## src/rtl/i2s_tx.sv

```systemverilog
// I2S transmitter: derives bclk/lrclk from clk, sends one mono sample on both slots and
// requests a new sample once per frame. Define I2S_LEFT_JUSTIFIED_EN for left-justified data.
module i2s_tx #(
  parameter int SAMPLE_W = 24,
  parameter int SLOT_W   = 32,
  parameter int BCLK_DIV = 8
) (
  input  logic                clk,
  input  logic                reset_n,
  input  logic [SAMPLE_W-1:0] sample_in,
  input  logic                sample_valid,
  output logic                sample_req,
  output logic                underrun,
  output logic                bclk,
  output logic                lrclk,
  output logic                sdata
);

  localparam int FRAME_BITS = 2 * SLOT_W;
  localparam int DIV_W      = (BCLK_DIV > 1) ? $clog2(BCLK_DIV) : 1;
  localparam int BIT_W      = $clog2(FRAME_BITS);

  localparam logic [DIV_W-1:0] DIV_LAST = DIV_W'(BCLK_DIV - 1);
  localparam logic [BIT_W-1:0] BIT_LAST = BIT_W'(FRAME_BITS - 1);
  localparam logic [BIT_W-1:0] SLOT_N   = BIT_W'(SLOT_W);
  localparam logic [BIT_W-1:0] SAMPLE_N = BIT_W'(SAMPLE_W);

  logic [DIV_W-1:0]    div_cnt_q, div_cnt_d;
  logic [BIT_W-1:0]    bit_cnt_q, bit_cnt_d;
  logic                bclk_q, bclk_d;
  logic                lrclk_q, lrclk_d;
  logic                sdata_q, sdata_d;
  logic                req_q, req_d;
  logic                urun_q, urun_d;
  logic                got_q, got_d;
  logic [SAMPLE_W-1:0] hold_q, hold_d;
  logic [SAMPLE_W-1:0] frame_q, frame_d;

  logic                tick;
  logic                fall;
  logic                frame_start;
  logic [BIT_W-1:0]    bit_next;
  logic [BIT_W-1:0]    pos;
  logic [SAMPLE_W-1:0] shifted;
  logic                data_bit;

  always_comb begin
    tick        = (div_cnt_q == DIV_LAST);
    fall        = tick & bclk_q;
    frame_start = fall && (bit_cnt_q == BIT_LAST);

    div_cnt_d = tick ? '0 : div_cnt_q + 1'b1;
    bclk_d    = bclk_q ^ tick;

    bit_next = (bit_cnt_q == BIT_LAST) ? '0 : bit_cnt_q + 1'b1;
    pos      = (bit_next >= SLOT_N) ? bit_next - SLOT_N : bit_next;

    // frame_d is used for the data bit so the word loaded at frame start is already visible
    frame_d = frame_start ? hold_q : frame_q;
`ifdef I2S_LEFT_JUSTIFIED_EN
    shifted  = frame_d << pos;
    data_bit = (pos < SAMPLE_N) ? shifted[SAMPLE_W-1] : 1'b0;
`else
    shifted  = frame_d << (pos - BIT_W'(1));
    data_bit = ((pos != '0) && (pos <= SAMPLE_N)) ? shifted[SAMPLE_W-1] : 1'b0;
`endif

    bit_cnt_d = bit_cnt_q;
    lrclk_d   = lrclk_q;
    sdata_d   = sdata_q;
    if (fall) begin
      bit_cnt_d = bit_next;
      lrclk_d   = (bit_next >= SLOT_N);
      sdata_d   = data_bit;
    end

    // a strobe on the frame-start cycle wins over the clear and counts for the next frame
    hold_d = sample_valid ? sample_in : hold_q;
    got_d  = sample_valid | (got_q & ~frame_start);
    req_d  = frame_start;
    urun_d = frame_start & ~got_q;
  end

  always_ff @(posedge clk or negedge reset_n) begin
    if (!reset_n) begin
      div_cnt_q <= '0;
      bit_cnt_q <= BIT_LAST;
      bclk_q    <= 1'b0;
      lrclk_q   <= 1'b0;
      sdata_q   <= 1'b0;
      req_q     <= 1'b0;
      urun_q    <= 1'b0;
      got_q     <= 1'b0;
      hold_q    <= '0;
      frame_q   <= '0;
    end else begin
      div_cnt_q <= div_cnt_d;
      bit_cnt_q <= bit_cnt_d;
      bclk_q    <= bclk_d;
      lrclk_q   <= lrclk_d;
      sdata_q   <= sdata_d;
      req_q     <= req_d;
      urun_q    <= urun_d;
      got_q     <= got_d;
      hold_q    <= hold_d;
      frame_q   <= frame_d;
    end
  end

  assign sample_req = req_q;
  assign underrun   = urun_q;
  assign bclk       = bclk_q;
  assign lrclk      = lrclk_q;
  assign sdata      = sdata_q;

endmodule

```

## config.mk

```make
export PLATFORM = sky130hd
export DESIGN_NAME = i2s_tx
export DESIGN_NICKNAME = d
export VERILOG_FILES = /design/src/rtl/i2s_tx.sv
export SDC_FILE = /design/constraint.sdc
export NUM_CORES = 1
export LEC_CHECK = 0
export CAP_MARGIN = 20
export CORE_AREA = 5 5 84 86
export CTS_CLUSTER_DIAMETER = 100
export DETAILED_ROUTE_END_ITERATION = 12
export DIE_AREA = 0 0 89 91
export PLACE_DENSITY_LB_ADDON = 0.25
export SLEW_MARGIN = 20
export SYNTH_ARGS = -nofsm -noshare
export SYNTH_HDL_FRONTEND = slang
export SYNTH_SLANG_ARGS = --single-unit
```

## constraint.sdc

```tcl
create_clock -name clk -period 2.5 [get_ports clk]
set_clock_uncertainty 0.05 [all_clocks]
set_input_delay 0.5 -clock clk [delete_from_list [all_inputs] [get_ports clk]]
set_output_delay 0.5 -clock clk [all_outputs]
set_load 0.02 [all_outputs]
```

==> impl_metrics.toml, run 1 <==
[status]
status = "finished, final reports clean"

[sta]
hold_slack_ps = 49.2
finalSetupViolCount = 0
slew_violations = 0
final.period_utilization_pct = 95.8
max_freq_mhz = 417
period_needed_ps = 2400
rsz0062_at_grt = "false"
hold_viol_final = 0
worst_slew_pin_slew_ps = 417
setup_tns_ps = 0
slew_headroom_pct = 72.2

[synth]
syn_inst = 302
synth_top_cells_by_area = "dfrtp_1, nand2_1, mux2_2"
synth_top_area_cell = "dfrtp_1"
avgSynthCellArea_um2 = 10.2
synth_edf_count = 0
syn-cell-area_um2 = 3080
synth-seq-cells = 63
ys_warn_count = 0
seq_area_frac_synth_pct = 51.5
synth_top_area_share_pct = 46.4
synth_fp_nets = 334
synthMostInstantiatedCell = "nand2_1"
ys_async_sr_fraction_pct = 100
synth_common_cells = "nand2_1, dfrtp_1, mux2_2"
yosysUniqueCellTypes = 52
synth_ff_type = "dfrtp_1"

[cts]
cts_tree = "built"
clk_pin_slew_worst_paths_ps = 60
clkLatencyLatePin_ps = 330
clock-sinks = 63
ctsHtreeMaxLevel = 3
root_buffer = "clkbuf_8"
numCtsBuffers = 9
cts_buffer_depth = 2

[floorplan]
ios = 32
core_um2 = 6200
fp.dieH_um = 91
start_util_pct = 49.6
rows = 29
dieArea_um2 = 8100
die_x_um = 89

[power]
p_sw_uw = 419
internal_power_uw = 1630
seq_power_share_pct = 52.7
pwr-share-comb_pct = 5.6
p_sw_share_pct = 20.4
ir_drop_mv = 0.498
clock_power_share_pct = 41.7
power_density_nw_per_um2 = 545
p_leak_uw = 0.00169

[critical_path]
worstPathCellList = "ha_2, and4_4, nand3_2, inv_2, mux4_2, o21a_1, o311ai_2, a22oi_1"
cp_slowest_stage_delay_ps = 560
crit_path_start = "bit_cnt_q[1]$_DFFE_PN1P_"
required_ps = 2650
critPathSlowestCell = "dfstp_2"
crit_fanout = 3
reg2reg_from = "bit_cnt_q[1]$_DFFE_PN1P_"
start_kind = "register"
critical_path_class = "reg2reg"
critPathBufInv = 1
endpoint_kind = "register"
crit_arrival_ps = 2550
cp_top_family = "compound AO/OA/AOI/OAI gates"

[grt]
antenna_found_initial = 0
track_usage_pct = 17.4
gr-total-overflow = 0
grt_pass1_wl_um = 11000
grt_max_degree = 35
grt_pass1_vias = 2311

[hold_path]
hp-class = "in2async"

[finish]
diodes = 0
final_cells = 422
finalCoreUtilization_pct = 60.6
drive_gt1_share_pct = 22.6
nNetsFinal = 375
syn_to_final_growth_pct = 22.3

[drt]
finalWirelength_um = 6520
routedWlPerCell_um = 15.5
dr.pass1.iters = 4
vias = 2333
drc_errors = 0
vias_per_cell = 5.53
ant_nets = 0
dr.first_iter.drc_count = 235

[placement]
io_buffers = 31
dp_hpwl_um = 4470
gp_congestion = 0.899
place_inst = 406

[run]
drv_cap = 0
kinds of logic (layout without fill, tap and decap cells):
group                      after synthesis  count (layout)  share of synthesized area (%)
xor gates and xnor gates                 4               4                           1.14
AOI/OAI and AO/OA                       48              48                           10.9
DFF                                     63              63                           51.5
adders and majority gates                5               5                           2.03
and+or+nand+nor                        122             122                           18.1
buffers and inverters                   25              68                           3.46
muxes                                   35              35                           12.9
cells in the final DEF, fill, tap and decap left out, drive strengths merged, types with 2 or more instances in the layout:
master / Yosys / final
nor4: 3 / 3
xnor2: 2 / 2
o31ai: 2 / 2
a21o: 3 / 3
nor2: 6 / 6
nand3: 4 / 4
mux2i: 7 / 7
nand2b: 3 / 3
nor2b: 7 / 7
ha: 5 / 5
mux2: 27 / 27
o211ai: 2 / 2
a311oi: 2 / 2
clkdlybuf4s50: 0 / 30
dfrtp: 57 / 57
a21oi: 12 / 12
inv: 5 / 5
buf: 7 / 20
nand2: 83 / 83
nor3b: 5 / 5
clkbuf: 13 / 12
nor3: 3 / 3
o311ai: 3 / 3
a21boi: 2 / 2
xor2: 2 / 2
o21ai: 7 / 7
a221oi: 3 / 3
a22oi: 2 / 2
a31oi: 2 / 2
and2: 3 / 3
dfstp: 6 / 6
what timing repair did:
action                     in CTS  in global routing
resized for setup               0                  8
hold buffers                    0                  0
setup endpoints to repair       0                  1
buffers inserted                0                  3
power by group through the flow:
stage	Combinational [uW]	Sequential (uW)	Clock [uW]
CTS	118	1080	872
finish	114	1080	855
floorplan	48.0	1090	0
global placement	114	1100	0
global route	126	1090	919
detailed placement	118	1100	0
per-stage QoR:
stage	worst slack (ps)	area, um2	power [uW]
after floorplan	38.0	3080	1140
after global placement	158	3520	1220
after detailed placement	62.4	3520	1220
after CTS	47.3	3710	2070
after global routing	37.0	3760	2130
final	104	3760	2050
final timing paths:
path | slack, ps | depth (start not counted) | endpoint
max | 100 | 8 | sdata$_DFFE_PN0P_
min | 50 | 1 | bclk$_DFF_PN0_
max reg2reg | 100 | 8 | sdata$_DFFE_PN0P_
min reg2reg | 390 | 1 | div_cnt_q[0]$_DFF_PN0_
max in group asynchronous | 1730 | 2 | bit_cnt_q[1]$_DFFE_PN1P_
min in group clk | 390 | 1 | div_cnt_q[0]$_DFF_PN0_
state kept, by name (all words and copies together) (netlist names):
register / flops
got_q: 1
frame_q: 24
div_cnt_q: 3
hold_q: 24
sdata: 1
underrun: 1
bit_cnt_q: 6
lrclk: 1
sample_req: 1
bclk: 1
layout make-up:
class	count	area, um2
clock buffer	12	155
fill	529	2440
inverter	5	18.8
sequential	63	1580
multi-input combinational	214	1420
timing repair buffer	50	460
tap	77	96.3
clock inverter	1	30.0
routing by layer:
metal | GRT usage [%] | routed length (um)
met1 | 23.7 | 3000
met2 | 26.7 | 3130
met3 | 3.71 | 290
met4 | 7.57 | 100
met5 | 0 | 0
Note: power is estimated with default switching activity, not from simulation.
==> run 2, diff against run 1 <==
CORE_AREA = 5 5 81 83   (was 5 5 84 86)
DIE_AREA = 0 0 86 88   (was 0 0 89 91)
REMOVE_ABC_BUFFERS = 1   (was not set)
clock period = 2.4 ns   (was 2.5 ns; I/O delays follow)
==> run 2 against run 1 <==
Core utilization increased by 4.1 points. Routed wire length decreased by 0.38%. Hold slack improved by 45 ps. Maximum frequency increased by 2.5%. Die area decreased by 6.6%. Combinational power increased by 4%. Count of clock-buffer cells in the layout increased by 1. First-iteration DRC count decreased by 9.4%. Sequential share of layout area increased by 0.25 points. Highest routed layer unchanged.
==> impl_metrics.toml, run 2 (same netlist as run 1, synthesis figures left out) <==
[cts]
cts_tree = "built"
ctsHtreeMaxLevel = 3
hold_buffers = 0
clk_pin_slew_worst_paths_ps = 70
clock-sinks = 63
cts_buffer_depth = 2
clkLatencyLatePin_ps = 340
root_buffer = "clkbuf_8"
numCtsBuffers = 9

[power]
power.total_uw = 2050
power_density_nw_per_um2 = 547
p_leak_uw = 0.00168
ir_drop_mv = 0.427

[finish]
layout_commonest_cell = "nand2_1"
nNetsFinal = 374
syn_to_final_growth_pct = 21.6
final_cell_mix = "nand2_1, dfrtp_1, clkdlybuf4s50_1"
drive_gt1_share_pct = 21.7
final_cells = 420
diodes = 0
reg_top3 = "frame_q: 24 flops, hold_q: 24 flops, bit_cnt_q: 6 flops"
nFillCells = 475

[grt]
grt_pass1_wl_um = 11000
track_usage_pct = 18.8
grt_pass1_vias = 2348
gr-total-overflow = 0
grt_max_degree = 39
antenna_found_initial = 0

[floorplan]
die_x_um = 86
core_um2 = 5780
fp.dieH_um = 88
dieArea_um2 = 7570
start_util_pct = 53.2
rows = 28
ios = 32

[critical_path]
endpoint_kind = "register"
start_kind = "register"
required_ps = 2570
crit_arrival_ps = 2510
cp_slowest_stage_delay_ps = 540
critical_path_class = "reg2reg"
rr_worst_depth = 8
critPathSlowestCell = "dfstp_2"
worstPathCellList = "ha_1, and4_4, nand3_2, inv_2, mux4_2, o21a_1, o311ai_1, a22oi_1"
crit_fanout = 2

[drt]
routedWlPerCell_um = 15.5
vias = 2337
vias_per_cell = 5.56
dr.first_iter.drc_count = 213
finalWirelength_um = 6500
ant_nets = 0
dr.pass1.iters = 5
drc_errors = 0

[sta]
slew_violations = 0
period_needed_ps = 2340
max_freq_mhz = 428
final.period_utilization_pct = 97.4
worst_slew_pin_slew_ps = 609
slew_headroom_pct = 59.4
finalSetupViolCount = 0
hold_slack_ps = 94.2
setup_tns_ps = 0
hold_viol_final = 0

[run]
drv_cap = 0

[placement]
place_inst = 405
gp_congestion = 0.891
io_buffers = 31
dp_hpwl_um = 4380

[status]
status = "finished, final reports clean"

[hold_path]
hp-class = "in2async"
[run 2: changes by cell type in the layout (fill, tap and decap cells not counted), sizes merged]
cell | previous run | this run
buf | 20 | 19
bufinv | 1 | 0
clkbuf | 12 | 13
clkinv | 0 | 1
[run 2: timing repair]
action                                 CTS  global route
pin swaps                                0             3
endpoints found under the hold margin    0             0
gates cloned                             0             0
setup endpoints to repair                1             1
gates resized for setup                  1             8
setup buffers                            0             1
[run 2: area by class of cell]
| class | instances | area [um2] | area share (%) |
|---|---|---|---|
| Multi-Input combinational cell | 214 | 1420 | 38.0 |
| Clock inverter | 1 | 5.00 | 0.134 |
| Sequential cell | 63 | 1580 | 42.4 |
| Timing Repair Buffer | 49 | 457 | 12.2 |
| Inverter | 5 | 18.8 | 0.502 |
| Tap cell | 75 | 93.8 | 2.51 |
| Clock buffer | 13 | 159 | 4.25 |
[run 2: worst max-delay path: cells and delay by family (launching register included)]
family / cells / cell delay [ps]
AOI/OAI and AO/OA: 3 / 540
adders and majority gates: 1 / 180
buffers and inverters: 1 / 90
DFF: 1 / 540
muxes: 1 / 490
and+or+nand+nor: 2 / 330
[run 2: final timing paths]
path	start	to	slack, ps
max in group asynchronous	reset_n	bit_cnt_q[1]$_DFFE_PN1P_	1550
min reg2reg	got_q$_DFF_PN0_	underrun$_DFF_PN0_	380
max reg2reg	bit_cnt_q[0]$_DFFE_PN1P_	sdata$_DFFE_PN0P_	60
min in group clk	got_q$_DFF_PN0_	underrun$_DFF_PN0_	380
max	bit_cnt_q[0]$_DFFE_PN1P_	sdata$_DFFE_PN0P_	60
min	reset_n	frame_q[6]$_DFF_PN0_	90
[run 2: metal layers]
metal | GRT usage [%] | up-vias | wire length, um
met2 | 31.0 | 48 | 3240
met3 | 5.74 | 16 | 285
met5 | 0 | - | 0
met1 | 23.2 | 1149 | 2850
li1 | - | 1124 | -
met4 | 7.34 | 0 | 131
[run 2: report_power, final]
part / leakage (uW) / internal, uW / total, uW / switching (uW)
clock: 0.0000854 / 419 / 799 / 380
sequential: 0.000795 / 1100 / 1130 / 25.4
combinational: 0.000800 / 76.5 / 119 / 42.3
[run 2: per-stage QoR]
stage	worst slack [ps]	utilization (%)	cell area, um2
floorplan	-927	-	2990
global placement	61.7	61.0	3530
detailed placement	-1.33	61.0	3530
CTS	31.2	63.9	3690
global route	-19.8	64.7	3740
finish	63.4	64.7	3740
